$ cat src/rtl/mac_row_dual_pkg.sv
// Shared instruction-bit indices, dataflow mode encodings and the saturating adder.
// sat_add is only referenced when MAC_ROW_SATURATE_EN is defined.
package mac_pkg;

  localparam int INST_LOAD  = 0;
  localparam int INST_EXEC  = 1;
  localparam int INST_DRAIN = 2;

  localparam logic MODE_WS = 1'b0;
  localparam logic MODE_OS = 1'b1;

  // Operands arrive sign-extended to 64 bits; the result is clamped to a signed `width`-bit range.
  function automatic logic signed [63:0] sat_add(input logic signed [63:0] a,
                                                 input logic signed [63:0] b,
                                                 input int width);
    logic signed [63:0] s;
    logic signed [63:0] hi;
    logic signed [63:0] lo;
    s  = a + b;
    hi = (64'sd1 <<< (width - 1)) - 64'sd1;
    lo = -(64'sd1 <<< (width - 1));
    if (s > hi) return hi;
    if (s < lo) return lo;
    return s;
  endfunction

endpackage

$ cat src/rtl/mac_row_dual_tile.sv
// One dual-dataflow MAC tile: 1-cycle registered forwarding east, registered south result.
// Define MAC_ROW_SATURATE_EN to saturate the psum/accumulator add instead of wrapping.
module mac_tile_dual
  import mac_pkg::*;
#(
  parameter int bw      = 4,
  parameter int psum_bw = 16
) (
  input  logic               clk,
  input  logic               reset,
  input  logic               i_mode,
  input  logic [bw-1:0]      i_in_w,
  input  logic [2:0]         i_inst_w,
  input  logic [psum_bw-1:0] i_in_n,
  output logic [bw-1:0]      o_out_e,
  output logic [2:0]         o_inst_e,
  output logic [psum_bw-1:0] o_out_s,
  output logic               o_valid
);

  localparam int MW = (psum_bw > 2 * bw + 1) ? psum_bw : 2 * bw + 1;

  logic [bw-1:0]             r_a;
  logic [bw-1:0]             r_w;
  logic [2:0]                r_inst;
  logic                      r_load_ready;
  logic signed [psum_bw-1:0] r_acc;
  logic signed [psum_bw-1:0] r_out_s;
  logic                      r_valid;

  logic                      w_exec;
  logic                      w_drain;
  logic                      w_do_load;
  logic                      w_ld_fwd;
  logic [bw-1:0]             w_wt;
  logic signed [MW-1:0]      w_a_x;
  logic signed [MW-1:0]      w_wt_x;
  logic signed [MW-1:0]      w_prod_x;
  logic signed [psum_bw-1:0] w_prod;
  logic signed [psum_bw-1:0] w_addend;
  logic signed [psum_bw-1:0] w_sum;

  assign w_exec  = i_inst_w[INST_EXEC];
  assign w_drain = i_inst_w[INST_DRAIN];

  // WS: stationary weight; OS: weight streams in from the north on the low bits.
  assign w_wt     = (i_mode == MODE_OS) ? i_in_n[bw-1:0] : r_w;
  assign w_a_x    = MW'({1'b0, i_in_w});
  assign w_wt_x   = MW'($signed(w_wt));
  assign w_prod_x = w_a_x * w_wt_x;
  assign w_prod   = w_prod_x[psum_bw-1:0];

  assign w_addend = (i_mode == MODE_OS) ? r_acc : $signed(i_in_n);
`ifdef MAC_ROW_SATURATE_EN
  assign w_sum = psum_bw'(sat_add(64'(w_addend), 64'(w_prod), psum_bw));
`else
  assign w_sum = w_addend + w_prod;
`endif

  // A load is consumed by the first tile still waiting for a weight and only passed on once full.
  assign w_do_load = (i_mode == MODE_WS) && i_inst_w[INST_LOAD] && r_load_ready;
  assign w_ld_fwd  = i_inst_w[INST_LOAD] && ((i_mode == MODE_OS) || !r_load_ready);

  always_ff @(posedge clk) begin
    if (!reset) begin
      r_a          <= '0;
      r_w          <= '0;
      r_inst       <= '0;
      r_load_ready <= 1'b1;
      r_acc        <= '0;
      r_out_s      <= '0;
      r_valid      <= 1'b0;
    end else begin
      r_a     <= i_in_w;
      r_inst  <= {w_drain, w_exec, w_ld_fwd};
      r_valid <= 1'b0;
      if (w_do_load) begin
        r_w          <= i_in_w;
        r_load_ready <= 1'b0;
      end
      if (i_mode == MODE_WS) begin
        if (w_exec) begin
          r_out_s <= w_sum;
          r_valid <= 1'b1;
        end
      end else if (w_drain) begin
        // The concurrent product restarts the accumulator so no sample is dropped.
        r_out_s <= r_acc;
        r_acc   <= w_exec ? w_prod : '0;
        r_valid <= 1'b1;
      end else if (w_exec) begin
        r_acc   <= w_sum;
        r_out_s <= psum_bw'(w_wt);
      end
    end
  end

  assign o_out_e  = r_a;
  assign o_inst_e = r_inst;
  assign o_out_s  = r_out_s;
  assign o_valid  = r_valid;

endmodule

$ cat src/rtl/mac_row_dual.sv
// Systolic row of col dual-dataflow tiles (WS / OS) plus the shared, idle-gated mode register.
// MAC_ROW_SATURATE_EN selects saturating instead of wrapping psum/accumulator arithmetic.
module mac_row_dual
  import mac_pkg::*;
#(
  parameter int bw      = 4,
  parameter int psum_bw = 16,
  parameter int col     = 8
) (
  input  logic                   clk,
  input  logic                   reset,
  input  logic                   mode,
  input  logic [bw-1:0]          in_w,
  input  logic [2:0]             inst_w,
  input  logic [psum_bw*col-1:0] in_n,
  output logic [psum_bw*col-1:0] out_s,
  output logic [col-1:0]         valid
);

  logic                r_mode;
  logic [col:0][bw-1:0] w_a_chain;
  logic [col:0][2:0]    w_inst_chain;
  logic                w_busy;
  logic                w_a_unused;

  assign w_a_chain[0]    = in_w;
  assign w_inst_chain[0] = inst_w;
  assign w_a_unused      = ^w_a_chain[col];

  // Row input included so tile 0 never sees the mode flip on the same edge as its instruction.
  assign w_busy = |w_inst_chain;

  always_ff @(posedge clk) begin
    if (!reset) begin
      r_mode <= MODE_WS;
    end else if (!w_busy) begin
      r_mode <= mode;
    end
  end

  for (genvar j = 0; j < col; j++) begin : g_tile
    mac_tile_dual #(
      .bw     (bw),
      .psum_bw(psum_bw)
    ) u_tile (
      .clk     (clk),
      .reset   (reset),
      .i_mode  (r_mode),
      .i_in_w  (w_a_chain[j]),
      .i_inst_w(w_inst_chain[j]),
      .i_in_n  (in_n[j*psum_bw +: psum_bw]),
      .o_out_e (w_a_chain[j+1]),
      .o_inst_e(w_inst_chain[j+1]),
      .o_out_s (out_s[j*psum_bw +: psum_bw]),
      .o_valid (valid[j])
    );
  end

endmodule

$ cat config.mk
export PLATFORM = sky130hd
export DESIGN_NAME = mac_row_dual
export DESIGN_NICKNAME = d
export VERILOG_FILES = /design/src/rtl/mac_row_dual_pkg.sv /design/src/rtl/mac_row_dual_tile.sv /design/src/rtl/mac_row_dual.sv
export SDC_FILE = /design/constraint.sdc
export NUM_CORES = 1
export LEC_CHECK = 0
export ABC_AREA = 1
export ABC_CLOCK_PERIOD_IN_PS = 5100
export CORE_MARGIN = 1.5
export CORE_UTILIZATION = 53
export DETAILED_ROUTE_END_ITERATION = 10
export GPL_TIMING_DRIVEN = 0
export PLACE_DENSITY = 0.78
export SLEW_MARGIN = 20
export SYNTH_ARGS = -nofsm -noshare
export SYNTH_HDL_FRONTEND = slang
export SYNTH_SLANG_ARGS = --single-unit
$ cat constraint.sdc
create_clock -name clk -period 5.1 [get_ports clk]
set_input_delay 0.51 -clock clk [delete_from_list [all_inputs] [get_ports clk]]
set_output_delay 0.51 -clock clk [all_outputs]
set_load 0.02 [all_outputs]
======== Word-level counts from Yosys, hierarchy flattened ========
Index checks and enable logic that the tools add are counted.
operators by class
  div/mod/pow operators ................... 0
  add/sub/neg operators ................... 8
  order comparisons ....................... 0
  bitwise gates (word level) .............. 1
  mux-type cells .......................... 88
  equal/unequal tests ..................... 0
  shift operators ......................... 0
  multipliers ............................. 8
  reduce and logical (&&, ||, !) cells .... 73
operators by type and width
  operator           number
  $mux 16            56
  $add 16x16->16     8
  $mul 5x4->9        8
  $mux 4             8
  $reduce_and 2->1   16
  $reduce_bool 2->1  16
  $reduce_or 27->1   1
  $logic_and 1x1->1  24
  $mux 1             24
  $logic_not 1->1    8
  $logic_or 1x1->1   8
  $not 1->1          1
word-level totals
  bits in registers ....................... 357
  latch bits .............................. 0
  ROM bits ................................ 0
  bits in writable memories ............... 0
  logic and storage cells ................. 234
  input port bits ......................... 138
  memories kept ........................... 0

======== Logic depth before layout (Yosys ltp) ========
  depth after elaboration ................. 5
  gate-level depth with buffers ........... 33

======== By module ========
A second synthesis with hierarchy kept.
second synthesis, totals
  cell total of the unflattened synthesis .. 3999
  area, all modules ....................... 27020.9 sq um
by module, submodules not included
  module                                sequential area each (sq um)  area an instance (sq um)  instances  cells each
  mac_tile_dual (g_tile[4].u_tile ...)  900.9                         3347.0                    4          491
  mac_tile_dual (g_tile[0].u_tile)      900.9                         3414.5                    1          495
  mac_tile_dual (g_tile[3].u_tile)      900.9                         3368.2                    1          499
  mac_tile_dual (g_tile[1].u_tile)      900.9                         3338.2                    1          500
  mac_tile_dual (g_tile[2].u_tile)      900.9                         3303.2                    1          493
  mac_row_dual                          20.0                          209.0                     1          48

======== Least setup slack after synthesis ========
No wires, ideal clock.
  path kind ............................... register to register
  start ................................... reg r_mode
  end ..................................... reg g_tile[0].u_tile.r_acc[12]
  slack ................................... -0.204 ns
  period minus slack after synthesis ...... 5.304 ns
  buffers on the path ..................... 6
  arrival time ............................ 5.234 ns
  required time ........................... 5.030 ns
  cell stages (with the launch flop) ...... 30
  cell sequence ........................... dfxtp_1 -> buf_6 -> buf_6 -> buf_2 -> buf_2 -> buf_2 -> nand2_1 -> o21ai_0 -> inv_1 -> nand2_1 -> fa_1 -> fa_1 -> fa_1 -> inv_1 -> ha_1 -> fa_1 -> nand3_1 -> nand2_1 -> xor2_1 -> ha_1 -> clkbuf_1 -> a21oi_1 -> inv_1 -> a31oi_1 -> nor3_1 -> nor2_1 -> nand2_1 -> nand2_1 -> nand3_1 -> a21oi_1
on the way
  longest elaborated chain between the ends .. 5
  elaborated cells on any way between the ends .. 8
RTL lines
  what                    RTL line                 RTL
  from (decl)             mac_row_dual.sv:20       logic r_mode;
  from (signal assigned)  mac_row_dual.sv:37       r_mode <= mode;
  $mux 4                  mac_row_dual_tile.sv:47  assign w_wt = (i_mode == MODE_OS) ? i_in_n[bw-1:0] : r_w;
  $mul 5x4->9             mac_row_dual_tile.sv:50  assign w_prod_x = w_a_x * w_wt_x;
  $add 16x16->16          mac_row_dual_tile.sv:57  assign w_sum = w_addend + w_prod;
  $mux 16                 mac_row_dual_tile.sv:91  end else if (w_exec) begin
  $mux 16                 mac_row_dual_tile.sv:86  end else if (w_drain) begin
  to (signal assigned)    mac_row_dual_tile.sv:89  r_acc <= w_exec ? w_prod : '0;
  to (signal assigned)    mac_row_dual_tile.sv:92  r_acc <= w_sum;
  to (decl)               mac_row_dual_tile.sv:27  logic signed [psum_bw-1:0] r_acc;
Parallel ways exist; a longest one is shown, timed or not. The select of a mux whose other input is x is not followed.
A chain may end at the register's enable or synchronous reset.

======== Final worst setup path ========
  start ................................... reg r_mode
  end ..................................... reg g_tile[0].u_tile.r_acc[14]
The elaborated chain is that of the path after synthesis.

==> summary.txt <==
Routing
  • Avg WL per Cell: ~21 um
  • Iter 0 DRT Violations: 3916
  • Remaining antenna violation count: 0
  • Routed WL: 110.4 mm
  • Routed vias: 31280
  • DRC: 0
  • Via density: 6.055
  • Drt pass-1 iters: 6

Setup path
  • Worst EP required: 5.56 ns
  • Crit Reg-Reg Startpoint: r_mode
  • CP startpoint kind: flip-flop
  • Crit path DAT: around 5.6 ns
  • Slowest cell delay on critical path: 0.56 ns
  • Slowest-stage cell, CP: fa_1
  • CP startpoint: r_mode
  • Flop2flop setup slack: -0.06 ns
  • CP max FO: 7
  • Critical path capture point type: flip-flop
  • CP Class: flip-flop to flip-flop
  • Most used cell, CP: buf_12

Synth
  • Most used flip-flop cell after synthesis: dfxtp_1
  • Yosys warning count: 0
  • #FFs+latches synth: between 300 and 400
  • Post-synth EDFFs: 0
  • Yosys top cell area share: 26.42%
  • Post-synthesis cell count: approximately 4000
  • Post-synthesis instance area: 27050 um2
  • Synth top cells by count: 1042 x nand2_1, 435 x inv_1, 429 x o21ai_0, 357 x dfxtp_1, 305 x a21oi_1
  • Syn Area/Cell: 6.760 um2
  • Most common cell in the netlist: nand2_1
  • Seq/Total Area, Yosys: 26.42%
  • FFs w/ async S/R, synth: 0%
  • Area leader, netlist: dfxtp_1
  • Synth Net Count: 4428
  • Synth unique cells: 54
  • Synth area leaders: dfxtp_1 26%, nand2_1 14%, ha_1 11%

Timing
  • Achievable frequency: 0.1936 GHz
  • Tcrit/Tclk final: 101.3%
  • Worst Slack Setup Final: -0.06488 ns
  • Sum Neg Setup Slack: -0.6827 ns
  • Final Max Tran Viols: 0
  • Least-Margin Pin Slew: roughly 1.2 ns
  • Worst slew margin: 18.14%
  • RSZ-0062 raised after global routing: yes
  • Fin crit period: 5.165 ns
  • # setup viols final: 28
  • Final Skew: 0.03208 ns
  • Fin. Hold Viols: 0

Clock network
  • Worst skew pair latency: 0.60 ns
  • CTS max path bufs: 3
  • CTS Hold Buffers Added: 0
  • CTS tree: yes
  • CTS buffer count: 42
  • Root Driver: clkbuf_16
  • CTS sink count: 357
  • Worst-path clk slew: 0.07 ns
  • CTS H-tree depth: 2

Cells and area
  • Flip-flop and latch area: approximately 7200 um2
  • Final instance area: 35850 um2
  • Fillers: 4081
  • Area Growth Syn to Fin: 32.50%
  • Finished Layout Cells: 5165
  • Nets: roughly 4900
  • Multi-input gate area: 19920 um2
  • Share of cells above drive strength 1: 18.48%

Status
  • Failing checks: negative setup slack
  • Outcome: finished with violations

Die
  • CORE AREA: 50270 um2
  • DIE AREA: 52410 um2
  • Die height: 228.9 um
  • Top Ports: 274
  • Starting Density: 53.81%
  • Row Count: between 80 and 90
  • Die width: 228.9 um

Min path
  • Hold_sp: g_tile[5].u_tile.o_inst_e[0]
  • Hold WC Path Type: flip-flop to flip-flop

GRT
  • First-pass GRT wire length: 157.7 mm
  • Initial antenna violation count: 2
  • Via count of the first global-routing pass: 28350
  • Overall global routing resource usage: roughly two fifths
  • GRT Residual Overflow: 0
  • Largest net degree at the start of global routing: 15

Power
  • Pwr/cell area: between 200 and 250 nW/um2
  • Peak VDD IR: 0.2066 mV
  • Pleak: ~17 nW

Flow run
  • Max-cap violations: 0

Placement
  • DPL Wire Length: 76.17 mm
  • DP Cell Count: between 4000 and 5000
  • Cell Area, Placed: approximately 30000 um2
  • I/O Buffers: about 270
  • Routability cong.: 1.003
==> power breakdown <==
group,leakage (nW),internal (mW),switching [mW]
combinational,13.8,0.771,1.12
sequential,2.89,2.86,0.0557
clock,0.651,1.71,1.35
==> kinds of logic after synthesis <==
family | synth area share [%]
adder cells (fa/ha/maj) | 14.65
multiplexers | 0.1110
AND/OR/NAND/NOR | 27.51
buffers and inverters | 9.199
flip-flops | 26.42
XOR/XNOR | 3.039
AO/OA/AOI/OAI | 19.07
==> repair_timing <==
item,in CTS,in global routing
setup buffers,48,94
hold endpoints to repair,0,0
resized for setup,155,448
setup endpoints to repair,189,138
gates cloned,1,4
pin swaps,60,235
==> routing by layer <==
metal  global-route usage, %  share of wire, %
met1                   49.97                38
met2                   58.83                43
met4                   23.17               7.0
met5                       0             0.011
met3                   8.096                12
==> placed cells by master (no fill, tap or decap), types with 11 or more instances in the layout <==
cell type,count
nor3_1,11
clkbuf_1,107
clkinv_1,21
o21bai_1,17
xor2_1,36
nand3_2,105
clkdlybuf4s50_1,272
nand3b_1,29
inv_1,406
o21ai_2,22
a31oi_1,118
ha_2,12
nand4_1,33
a21oi_1,245
fa_1,40
inv_2,44
nand2_1,938
buf_6,17
a21oi_2,61
xor2_4,13
o21ai_4,19
clkbuf_16,48
xnor2_1,26
buf_2,25
nand2_4,39
nand3_1,169
dfxtp_1,356
o21ai_0,401
nor2_1,193
ha_4,43
nand2_2,105
buf_4,135
clkinv_2,11
nor2_2,19
ha_1,185
==> worst max-delay path, delay by kind of cell (launching register included) <==
family                     cells  cell delay [ns]
adders and majority gates      6             2.41
buffers and inverters          9             1.01
and+or+nand+nor               11             0.95
DFF                            1             0.36
xor gates and xnor gates       1             0.15
AOI/OAI and AO/OA              2             0.12
==> state kept, by name, indices dropped and copies added, names as in the netlist <==
| name | cells |
|---|---|
| g_tile.u_tile.o_inst_e | 24 |
| g_tile.u_tile.o_out_e | 28 |
| g_tile.u_tile.o_out_s | 128 |
| g_tile.u_tile.o_valid | 8 |
| g_tile.u_tile.r_acc | 128 |
| g_tile.u_tile.r_load_ready | 8 |
| g_tile.u_tile.r_w | 32 |
| r_mode | 1 |
==> per-stage QoR <==
step | hold WS (ns) | setup WS [ns] | utilization, % | total power [mW]
4_1_cts | 0.4279 | -0.02626 | 65.73 | 7.507
3_5_place_dp | 0.4338 | -1.464 | 60.97 | 4.454
5_1_grt | 0.4485 | -0.3026 | 71.30 | 8.076
6_report | 0.4312 | -0.06488 | 71.30 | 7.861
2_1_floorplan | 0.4071 | -0.006458 | - | 3.918
3_3_place_gp | 0.4274 | -1.381 | 60.96 | 4.445
==> area by class of cell <==
cell class | instances | area share [%]
multi-input combinational | 3014 | 55.57
sequential | 357 | 19.95
timing repair buffer | 417 | 10.98
inverter | 471 | 4.932
clock buffer | 55 | 3.239
buffer | 157 | 2.475
tap | 672 | 2.346
clock inverter | 21 | 0.5026
antenna | 1 | 0.006981
==> path summary, 6_finish.rpt <==
kind / endpoint / depth (start not counted)
max: g_tile[0].u_tile.r_acc[14] / 29
min: g_tile[6].u_tile.o_inst_e[0] / 2
min reg2reg: g_tile[6].u_tile.o_inst_e[0] / 2
max reg2reg: g_tile[0].u_tile.r_acc[14] / 29
Note: power is estimated with default switching activity, not from simulation.
